[src/rtl/trap_pkg.sv]
// Shared types and constants for the trap/return sequencer: privilege encodings,
// request kinds, FSM states, cause codes and mstatus bit positions.
package trap_pkg;

    localparam logic [1:0] PRIV_U = 2'b00;
    localparam logic [1:0] PRIV_S = 2'b01;
    localparam logic [1:0] PRIV_M = 2'b11;

    typedef enum logic [1:0] {
        REQ_EXC  = 2'd0,
        REQ_INT  = 2'd1,
        REQ_MRET = 2'd2,
        REQ_SRET = 2'd3
    } req_type_e;

    typedef enum logic [1:0] {
        ST_IDLE     = 2'd0,
        ST_COMMIT   = 2'd1,
        ST_REDIRECT = 2'd2
    } state_e;

    localparam logic [4:0] CAUSE_ILLEGAL_INST = 5'd2;

    localparam int MSTATUS_SIE    = 1;
    localparam int MSTATUS_MIE    = 3;
    localparam int MSTATUS_SPIE   = 5;
    localparam int MSTATUS_MPIE   = 7;
    localparam int MSTATUS_SPP    = 8;
    localparam int MSTATUS_MPP_LO = 11;
    localparam int MSTATUS_MPP_HI = 12;

    function automatic logic [31:0] align_word(input logic [31:0] addr);
        return {addr[31:2], 2'b00};
    endfunction

endpackage

[src/rtl/trap_target_calc.sv]
// Combinational trap resolution: illegal-return demotion, M/S delegation, new status
// fields, epc/cause values and redirect target. VECTORED_TVEC_EN enables vectored interrupts.
module trap_target_calc
    import trap_pkg::*;
(
    input  req_type_e   req_type_i,
    input  logic [4:0]  req_cause_i,
    input  logic [31:0] req_pc_i,
    input  logic [1:0]  priv_i,
    input  logic [63:0] mstatus_i,
    input  logic [63:0] medeleg_i,
    input  logic [31:0] mideleg_i,
    input  logic [31:0] mtvec_i,
    input  logic [31:0] mepc_i,
    input  logic [31:0] mcause_i,
    input  logic [31:0] stvec_i,
    input  logic [31:0] sepc_i,
    input  logic [31:0] scause_i,
    output logic [6:0]  mstatus_set_o,
    output logic [31:0] mepc_set_o,
    output logic [31:0] mcause_set_o,
    output logic [31:0] sepc_set_o,
    output logic [31:0] scause_set_o,
    output logic [1:0]  new_priv_o,
    output logic [31:0] target_pc_o
);

    req_type_e   eff_type;
    logic [4:0]  eff_cause;
    logic        is_int;
    logic        to_s;
    logic [31:0] tvec;
    logic [31:0] vec_off;
    logic [31:0] trap_cause;
    logic [1:0]  mpp;
    logic        mpie, mie, spp, spie, sie;

    always_comb begin
        eff_type  = req_type_i;
        eff_cause = req_cause_i;
        // A return the current privilege may not execute is reported as an illegal instruction.
        if ((req_type_i == REQ_MRET && priv_i != PRIV_M) ||
            (req_type_i == REQ_SRET && priv_i == PRIV_U)) begin
            eff_type  = REQ_EXC;
            eff_cause = CAUSE_ILLEGAL_INST;
        end
        is_int     = (eff_type == REQ_INT);
        to_s       = (priv_i != PRIV_M) &&
                     (is_int ? mideleg_i[eff_cause] : medeleg_i[{1'b0, eff_cause}]);
        trap_cause = {is_int, 26'b0, eff_cause};

        mpp  = mstatus_i[MSTATUS_MPP_HI:MSTATUS_MPP_LO];
        mpie = mstatus_i[MSTATUS_MPIE];
        mie  = mstatus_i[MSTATUS_MIE];
        spp  = mstatus_i[MSTATUS_SPP];
        spie = mstatus_i[MSTATUS_SPIE];
        sie  = mstatus_i[MSTATUS_SIE];

        mepc_set_o   = mepc_i;
        mcause_set_o = mcause_i;
        sepc_set_o   = sepc_i;
        scause_set_o = scause_i;
        new_priv_o   = priv_i;
        tvec         = mtvec_i;
        vec_off      = 32'd0;
        target_pc_o  = 32'd0;

        case (eff_type)
            REQ_MRET: begin
                new_priv_o  = mpp;
                mie         = mstatus_i[MSTATUS_MPIE];
                mpie        = 1'b1;
                mpp         = PRIV_U;
                target_pc_o = mepc_i;
            end
            REQ_SRET: begin
                new_priv_o  = {1'b0, spp};
                sie         = mstatus_i[MSTATUS_SPIE];
                spie        = 1'b1;
                spp         = 1'b0;
                target_pc_o = sepc_i;
            end
            default: begin
                if (to_s) begin
                    sepc_set_o   = align_word(req_pc_i);
                    scause_set_o = trap_cause;
                    spp          = priv_i[0];
                    spie         = mstatus_i[MSTATUS_SIE];
                    sie          = 1'b0;
                    new_priv_o   = PRIV_S;
                    tvec         = stvec_i;
                end else begin
                    mepc_set_o   = align_word(req_pc_i);
                    mcause_set_o = trap_cause;
                    mpp          = priv_i;
                    mpie         = mstatus_i[MSTATUS_MIE];
                    mie          = 1'b0;
                    new_priv_o   = PRIV_M;
                    tvec         = mtvec_i;
                end
`ifdef VECTORED_TVEC_EN
                if (is_int && tvec[1:0] == 2'b01) begin
                    vec_off = {25'b0, eff_cause, 2'b00};
                end
`endif
                target_pc_o = align_word(tvec) + vec_off;
            end
        endcase

        mstatus_set_o = {mpp, mpie, mie, spp, spie, sie};
    end

endmodule

[src/rtl/trap_ctrl.sv]
// Trap/return sequencer: IDLE -> COMMIT (CSR trap-set strobe) -> REDIRECT (PC handshake).
// Owns the privilege register. Optional build macro: VECTORED_TVEC_EN.
module trap_ctrl
    import trap_pkg::*;
#(
    parameter logic [1:0] RESET_PRIV = 2'b11
) (
    input  logic        clk_i,
    input  logic        reset_i,
    input  logic        reqValid_i,
    output logic        reqReady_o,
    input  logic [1:0]  reqType_i,
    input  logic [4:0]  reqCause_i,
    input  logic [31:0] reqPc_i,
    input  logic [63:0] csrMStatus_i,
    input  logic [63:0] csrMedeleg_i,
    input  logic [31:0] csrMideleg_i,
    input  logic [31:0] csrMtvec_i,
    input  logic [31:0] csrMepc_i,
    input  logic [31:0] csrMCause_i,
    input  logic [31:0] csrStvec_i,
    input  logic [31:0] csrSepc_i,
    input  logic [31:0] csrSCause_i,
    output logic [6:0]  csrMStatusSet_o,
    output logic [31:0] csrMepcSet_o,
    output logic [31:0] csrMCauseSet_o,
    output logic [31:0] csrSepcSet_o,
    output logic [31:0] csrSCauseSet_o,
    output logic        csrTrapSetEn_o,
    output logic        redirValid_o,
    input  logic        redirReady_i,
    output logic [31:0] redirPc_o,
    output logic [1:0]  privMode_o
);

    state_e      state_q, state_d;
    logic [1:0]  priv_q, priv_d;
    req_type_e   req_type_q, req_type_d;
    logic [4:0]  req_cause_q, req_cause_d;
    logic [31:0] req_pc_q, req_pc_d;
    logic [31:0] redir_pc_q, redir_pc_d;

    logic [6:0]  calc_mstatus;
    logic [31:0] calc_mepc, calc_mcause, calc_sepc, calc_scause, calc_target;
    logic [1:0]  calc_priv;
    logic        accept;

    trap_target_calc u_calc (
        .req_type_i    (req_type_q),
        .req_cause_i   (req_cause_q),
        .req_pc_i      (req_pc_q),
        .priv_i        (priv_q),
        .mstatus_i     (csrMStatus_i),
        .medeleg_i     (csrMedeleg_i),
        .mideleg_i     (csrMideleg_i),
        .mtvec_i       (csrMtvec_i),
        .mepc_i        (csrMepc_i),
        .mcause_i      (csrMCause_i),
        .stvec_i       (csrStvec_i),
        .sepc_i        (csrSepc_i),
        .scause_i      (csrSCause_i),
        .mstatus_set_o (calc_mstatus),
        .mepc_set_o    (calc_mepc),
        .mcause_set_o  (calc_mcause),
        .sepc_set_o    (calc_sepc),
        .scause_set_o  (calc_scause),
        .new_priv_o    (calc_priv),
        .target_pc_o   (calc_target)
    );

    always_ff @(posedge clk_i or negedge reset_i) begin
        if (!reset_i) begin
            state_q     <= ST_IDLE;
            priv_q      <= RESET_PRIV;
            req_type_q  <= REQ_EXC;
            req_cause_q <= 5'd0;
            req_pc_q    <= 32'd0;
            redir_pc_q  <= 32'd0;
        end else begin
            state_q     <= state_d;
            priv_q      <= priv_d;
            req_type_q  <= req_type_d;
            req_cause_q <= req_cause_d;
            req_pc_q    <= req_pc_d;
            redir_pc_q  <= redir_pc_d;
        end
    end

    assign accept = (state_q == ST_IDLE) && reqValid_i;

    always_comb begin
        state_d     = state_q;
        priv_d      = priv_q;
        req_type_d  = req_type_q;
        req_cause_d = req_cause_q;
        req_pc_d    = req_pc_q;
        redir_pc_d  = redir_pc_q;
        case (state_q)
            ST_IDLE: begin
                if (accept) begin
                    req_type_d  = req_type_e'(reqType_i);
                    req_cause_d = reqCause_i;
                    req_pc_d    = reqPc_i;
                    state_d     = ST_COMMIT;
                end
            end
            ST_COMMIT: begin
                // Target is captured here so redirPc_o stays stable even if CSR inputs move.
                priv_d     = calc_priv;
                redir_pc_d = calc_target;
                state_d    = ST_REDIRECT;
            end
            ST_REDIRECT: begin
                if (redirReady_i) begin
                    state_d = ST_IDLE;
                end
            end
            default: state_d = ST_IDLE;
        endcase
    end

    always_comb begin
        reqReady_o      = (state_q == ST_IDLE);
        csrTrapSetEn_o  = (state_q == ST_COMMIT);
        redirValid_o    = (state_q == ST_REDIRECT);
        redirPc_o       = redir_pc_q;
        privMode_o      = priv_q;
        csrMStatusSet_o = 7'd0;
        csrMepcSet_o    = 32'd0;
        csrMCauseSet_o  = 32'd0;
        csrSepcSet_o    = 32'd0;
        csrSCauseSet_o  = 32'd0;
        if (state_q == ST_COMMIT) begin
            csrMStatusSet_o = calc_mstatus;
            csrMepcSet_o    = calc_mepc;
            csrMCauseSet_o  = calc_mcause;
            csrSepcSet_o    = calc_sepc;
            csrSCauseSet_o  = calc_scause;
        end
    end

endmodule

[config.mk]
export PLATFORM = sky130hd
export DESIGN_NAME = trap_ctrl
export DESIGN_NICKNAME = d
export VERILOG_FILES = /design/src/rtl/trap_pkg.sv /design/src/rtl/trap_target_calc.sv /design/src/rtl/trap_ctrl.sv
export SDC_FILE = /design/constraint.sdc
export NUM_CORES = 1
export LEC_CHECK = 0
export CAP_MARGIN = 20
export CORE_AREA = 2 2 223 225
export DETAILED_ROUTE_END_ITERATION = 12
export DIE_AREA = 0 0 225 227
export GPL_TIMING_DRIVEN = 0
export PLACE_DENSITY_LB_ADDON = 0.08
export SLEW_MARGIN = 40
export SYNTH_ARGS = -nofsm -noshare
export SYNTH_HDL_FRONTEND = slang
export SYNTH_SLANG_ARGS = --single-unit
[constraint.sdc]
create_clock -name clk_i -period 4.7 [get_ports clk_i]
set_clock_uncertainty 0.15 [all_clocks]
set_input_delay 1.41 -clock clk_i [delete_from_list [all_inputs] [get_ports clk_i]]
set_output_delay 1.41 -clock clk_i [all_outputs]
set_load 0.02 [all_outputs]
==> impl_metrics.toml, run 1 <==
[detailed_routing]
first_pass_iters = 4
num_vias = 8508
drt_iter0_markers = 331
ant_nets = 0
drc = 0
wl_per_cell_um = 25.4
vias_per_cell = 4.43
totalWireLength_um = 48900

[timing]
layout_min_cycle_time_ns = 5.26
setup-violations-final = 135
setup_ws_ns = -0.561
slew_headroom_pct = 42.8
worst_pin_slew_ns = 0.858
rsz0062_at_grt = "yes"
hold_viol = 0
timing.final.crit_share_pct = 112
slew_viol_final = 0
timing.fmax_ghz = 0.190

[setup_path]
crit_path_end_kind = "output pin"
critPathTopFamily = "buffers and inverters"
cp_cell_sequence = "clkbuf_2 > mux4_2 > a211oi_2 > o41ai_2 > o311a_4 > a41oi_4 > buf_12 > o21ai_4 > buf_6 > buf_12 > clkbuf_16 > and3_4 > buf_6"
critical_path_required_ns = 3.14
max_stage_delay_ns = 0.49
cp_max_fo = 5
cp.arrival_ns = 3.70
path_class = "input port to output pin"
cp-start-kind = "input port"
critPathBufInv = 6
critical_path.slowest_cell = "mux4_2"

[place]
place_congestion = 0.810
portBuffers = 471
hpwl_um = 38900
place_inst = 1864

[grt]
grt_pass1_vias = 8960
grt_max_degree = 49
grt_usage_pct = 18.7
antenna_found_initial = 11
grt_pass1_wl_um = 67600
grt_overflow_total = 0

[clock_tree]
cts_max_level = 3
cts_root_buffer = "clkbuf_16"
clkTransAtPathRegs_ns = 0.07
cts_buffers = 9
cts_buffer_depth = 2
tritoncts = "done"
hold_buffers = 0
worstSkewPairLatency_ns = 0.36
cts.sinks = 73

[layout]
nets = 1687
syn2layout_area_growth_pct = 122
fin_cells = 1922
layout-drive-gt1-share_pct = 36.5

[yosys]
synth_edf_count = 0
netlist_instances = 770
synth_seq_cells = 73
ys_async_sr_fraction_pct = 100
yosys_warnings = 0
ys_types = 50
avgSynthCellArea_um2 = 8.67
syn_nets = 1165
ys.flop_type = "dfrtp_1"
synth.yosys.seq_area_share_pct = 27.4
syn_area_um2 = 6670

[outcome]
violations = "negative setup slack"
outcome = "complete, but fails checks"

[worst_hold_path]
hold_class = "register to register"

[power]
total_power_mw = 12.3
p_per_area_nw_per_um2 = 827
ir_drop_v = 0.000292
p_leak_nw = 5.99

[floorplan]
rows = 81
die-area_um2 = 51100
start_util_pct = 13.7
io_pins = 567
chipWidth_um = 225
coreArea_um2 = 48500
fp.dieH_um = 227

[run]
cap_violations = 0
[cells by family after synthesis]
| kind of cell | Yosys count | share of synthesized area [%] |
|---|---|---|
| simple gates | 248 | 18.1 |
| buf+inv | 91 | 6.47 |
| flops | 73 | 27.4 |
| mux | 159 | 26.5 |
| compound gates | 198 | 21.4 |
| fa+ha+maj | 1 | 0.150 |
[path summary, 6_finish.rpt]
| check | start | endpoint | slack (ns) | cells past startpoint |
|---|---|---|---|---|
| max in group asynchronous | reset_i | req_cause_q[1] | 3.07 | 2 |
| setup / recovery | csrMideleg_i[15] | csrMCauseSet_o[18] | -0.56 | 13 |
| hold reg to reg | redirPc_o[0] | redirPc_o[0] | 0.33 | 2 |
| setup reg to reg | req_cause_q[1] | redirPc_o[18] | 1.43 | 12 |
| min in group asynchronous | reset_i | redirPc_o[7] | 0.74 | 1 |
| hold / removal | redirPc_o[0] | redirPc_o[0] | 0.33 | 2 |
[Yosys cell counts (all sizes together) (3+ instances only)]
| cell | instances | area share [%] |
|---|---|---|
| nand2b | 4 | 0.37 |
| dfrtp | 71 | 27 |
| and2 | 4 | 0.37 |
| nor3 | 34 | 2.7 |
| clkbuf | 59 | 3.4 |
| nand3 | 14 | 1.2 |
| o211a | 30 | 4.5 |
| o21ai | 39 | 3.1 |
| o211ai | 63 | 7.1 |
| and3 | 59 | 5.5 |
| buf | 27 | 2.8 |
| inv | 5 | 0.28 |
| mux4 | 10 | 3.4 |
| nand4 | 3 | 0.28 |
| a31oi | 5 | 0.47 |
| nand2 | 116 | 6.5 |
| mux2 | 39 | 6.6 |
| a21oi | 41 | 3.1 |
| o311a | 3 | 0.45 |
| nor2 | 8 | 0.45 |
| mux2i | 110 | 16 |
[sequential cells by signal, indices dropped and copies added (netlist names)]
signal,count
privMode_o,2
redirPc_o,32
state_q,2
req_pc_q,30
req_type_q,2
req_cause_q,5
[area by class of cell]
class                   instances  area, um2
fillers                      5122      33700
multi-input cells             606       5870
repair buffers                513       5450
flip-flops and latches         73       1830
well taps                     622        778
plain buffers                  84        564
clock buffers                  12        246
clock inverters                 4       52.6
inverters                       5       18.8
diodes                          3       7.51
[metal layers]
metal | up-vias | global-route usage, % | share of wire [%]
li1 | 3952 | - | -
met1 | 4193 | 24.3 | 44
met2 | 307 | 30.5 | 47
met3 | 40 | 6.10 | 7.8
met4 | 16 | 3.18 | 1.2
met5 | - | 0 | 0.20
[power by group]
part	leakage, nW	internal [mW]	switching, mW
Sequential	0.834	0.957	0.273
Clock	0.147	0.429	0.338
Combinational	5.01	4.92	5.34
Total	5.99	6.30	5.95
[through the flow]
step                      hold WS, ns  setup WS (ns)  util [%]  area, um2  TNS [ns]
final                           0.330         -0.561      30.5      14800    -63.33
after global routing            0.371         -0.642      30.5      14800    -74.06
after CTS                       0.336         -0.827      29.3      14200    -95.95
after detailed placement        0.319          -1.71      27.9      13500   -202.47
after global placement          0.316          -1.70      27.8      13500   -314.18
after floorplan                 0.331         -0.194         -       7990     -9.72
[cell usage in the layout (no fill, tap or decap), types with 3 or more instances in the layout]
cell type,count
mux2_2,35
a21oi_2,3
o21ai_0,36
mux2i_1,36
nand3_2,4
diode_2,3
o211ai_1,63
clkbuf_16,12
mux4_2,10
clkbuf_1,42
buf_8,8
nand4_1,3
buf_12,11
buf_1,4
nor2_1,8
nand2b_1,3
buf_6,148
mux2i_2,3
mux2_4,4
a21oi_4,3
and3_4,57
buf_2,9
buf_16,7
dfrtp_1,71
a21oi_1,35
buf_4,17
and2_1,4
clkbuf_2,37
mux2i_4,71
dlymetal6s2s_1,36
inv_1,4
nand3_1,9
clkdlybuf4s50_1,273
nor3_1,32
o211a_1,30
nand2_1,113
[worst reg2reg max path, cell delays in order (launching register included)]
cell	delay (ns)
dfrtp_1	0.36
buf_4	0.19
inv_1	0.13
buf_1	0.61
nor4_1	0.19
o32ai_4	0.32
a41oi_4	0.16
buf_12	0.17
buf_4	0.15
buf_4	0.15
clkbuf_2	0.22
o21ai_0	0.23
o211ai_1	0.11
[what timing repair did]
item                       4_1_cts  5_1_grt
gates cloned                     6        3
hold endpoints to repair         0        0
pin swaps                       16       42
setup endpoints to repair      136      136
gates resized for setup        713      335
buffers inserted                45       14
Power figures use the tool's default switching activity.
==> run 2: changes to the inputs <==
--- a/config.mk
+++ b/config.mk
@@ -7,10 +7,13 @@
 export LEC_CHECK = 0
 export CAP_MARGIN = 20
 export CORE_AREA = 2 2 223 225
+export CTS_BUF_LIST = sky130_fd_sc_hd__clkbuf_16
 export DETAILED_ROUTE_END_ITERATION = 12
 export DIE_AREA = 0 0 225 227
+export DONT_BUFFER_PORTS = 1
 export GPL_TIMING_DRIVEN = 0
 export PLACE_DENSITY_LB_ADDON = 0.08
+export RECOVER_POWER = 25
 export SLEW_MARGIN = 40
 export SYNTH_ARGS = -nofsm -noshare
 export SYNTH_HDL_FRONTEND = slang
==> run 2 against run 1 <==
Compared with the run above:
- the flow still finishes with violations (negative setup slack)
- fmax rose by 4.8%
- power down 15%
- die area is the same
- final area is 34% lower
- combinational power is 21% lower
- clock-buffer cell count down 3
- critical path depth decreased by 4
- non-clock buffer count decreased by 486
- sequential power up 20%
- setup slack improved by 0.24 ns
- largest power group unchanged
- highest routed layer unchanged
==> impl_metrics.toml, run 2 (synthesized netlist as in run 1, its figures left out) <==
[detailed_routing]
num_vias = 6663
totalWireLength_um = 44800
vias_per_cell = 4.64
ant_nets = 0
wl_per_cell_um = 31.2
drt_iter0_markers = 300
drc = 0
first_pass_iters = 4

[setup_path]
cp-start-kind = "input port"
reg2reg_depth = 11
path_class = "input port to output pin"
rr_startpoint = "req_cause_q[2]"
setup.worst_path.end = "csrMepcSet_o[22]"
regToRegSetupSlack_ns = 1.56
cp.arrival_ns = 3.46
timing.critical_path.from = "csrMideleg_i[5]"
cp_max_fo = 10
timing.rr.end = "redirPc_o[18]"
critical_path_required_ns = 3.14
crit_path_end_kind = "output pin"

[timing]
whs_ns = 0.360
timing.fmax_ghz = 0.199
tns_ns = -30.67
setup-violations-final = 135
worst_pin_slew_ns = 0.775
timing.final.crit_share_pct = 107
setup_ws_ns = -0.319
rsz0062_at_grt = "yes"
slew_viol_final = 0
hold_viol = 0
layout_min_cycle_time_ns = 5.02
slew_headroom_pct = 48.3

[layout]
syn2layout_area_growth_pct = 45.4
largest_reg_flops = 32
mostFrequentLayoutCells = "nand2_1, mux2i_4, dfrtp_1"
layout-drive-gt1-share_pct = 36.4
nets = 1201
mostFrequentLayoutCell = "nand2_1"

[clock_tree]
cts_buffer_depth = 2
clkTransAtPathRegs_ns = 0.07
cts.sinks = 73
cts_root_buffer = "clkbuf_16"
cts_max_level = 3
hold_buffers = 0
tritoncts = "done"
cts_buffers = 9
worstSkewPairLatency_ns = 0.38

[power]
p_leak_nw = 3.39
ir_drop_v = 0.000360
p_per_area_nw_per_um2 = 1070
total_power_mw = 10.4

[place]
place_congestion = 0.779
hpwl_um = 35800
portBuffers = 0

[worst_hold_path]
hold_class = "register to register"
min_path_cells = 1

[outcome]
outcome = "complete, but fails checks"
violations = "negative setup slack"

[run]
cap_violations = 0

[grt]
grt_overflow_total = 0
antenna_found_initial = 6
grt_pass1_vias = 7211
grt_usage_pct = 17.2
grt_max_degree = 74
grt_pass1_wl_um = 60300

[floorplan]
coreArea_um2 = 48500
die-area_um2 = 51100
chipWidth_um = 225
start_util_pct = 13.7
io_pins = 567
rows = 81
fp.dieH_um = 227
[run 2: cell types whose count changed in the layout (fill, tap and decap cells not counted), sizes merged, moves of 2 or more]
cell,previous run,this run
dlygate4sd2,2,0
buf,204,53
inv,5,8
dlymetal6s2s,36,0
clkdlybuf4s50,273,0
clkdlybuf4s15,2,0
clkbuf,92,67
[run 2: routing by layer]
layer / track usage [%] / share of wire [%] / vias up
met2: 28.5 / 47 / 284
met5: 0 / 0.067 / -
met4: 3.33 / 1.0 / 4
li1: - / - / 2977
met3: 6.16 / 8.3 / 23
met1: 21.6 / 43 / 3375
[run 2: final cells by class]
type | count | area [um2]
fill | 5378 | 38800
multi-input combinational | 606 | 5790
sequential | 73 | 1840
tap | 622 | 778
buffer | 85 | 569
timing repair buffer | 26 | 394
clock buffer | 9 | 225
clock inverter | 7 | 93.8
inverter | 5 | 18.8
antenna | 2 | 5.00
[run 2: timing repair]
action	in CTS	in global routing
gates cloned	6	0
setup buffers	19	2
endpoints found under the setup margin	135	135
pin swaps	32	12
gates resized for setup	50	14
[run 2: worst min path at each step]
stage	slack, ns	from	to
global route	0.38	req_pc_q[5]	req_pc_q[5]
CTS	0.36	req_pc_q[22]	req_pc_q[22]
global placement	0.34	req_pc_q[15]	req_pc_q[15]
floorplan	0.33	req_pc_q[31]	req_pc_q[31]
detailed placement	0.35	req_pc_q[22]	req_pc_q[22]
finish	0.36	req_pc_q[5]	req_pc_q[5]
[run 2: per-stage QoR]
stage	cell area [um2]	utilization, %	instances	setup slack [ns]
3_5_place_dp	8780	18.1	1392	-0.781
4_1_cts	9650	19.9	1432	-0.325
2_1_floorplan	7990	-	770	-0.194
5_1_grt	9700	20.0	1433	-0.381
3_3_place_gp	8760	18.1	1392	-0.807
6_report	9710	20.0	1435	-0.319
[run 2: critical path, stage by stage]
cell and delay, ns:
mux4_2 0.48, and3_4 0.17, o311a_4 0.33, a41oi_4 0.20, buf_12 0.15, o21ai_4 0.07
buf_12 0.17, buf_12 0.16, mux2i_4 0.28
[run 2: report_power, final]
group | internal [mW] | switching [mW] | total (mW)
clock network | 0.467 | 0.354 | 0.821
registers | 0.958 | 0.523 | 1.48
logic | 3.39 | 4.70 | 8.09
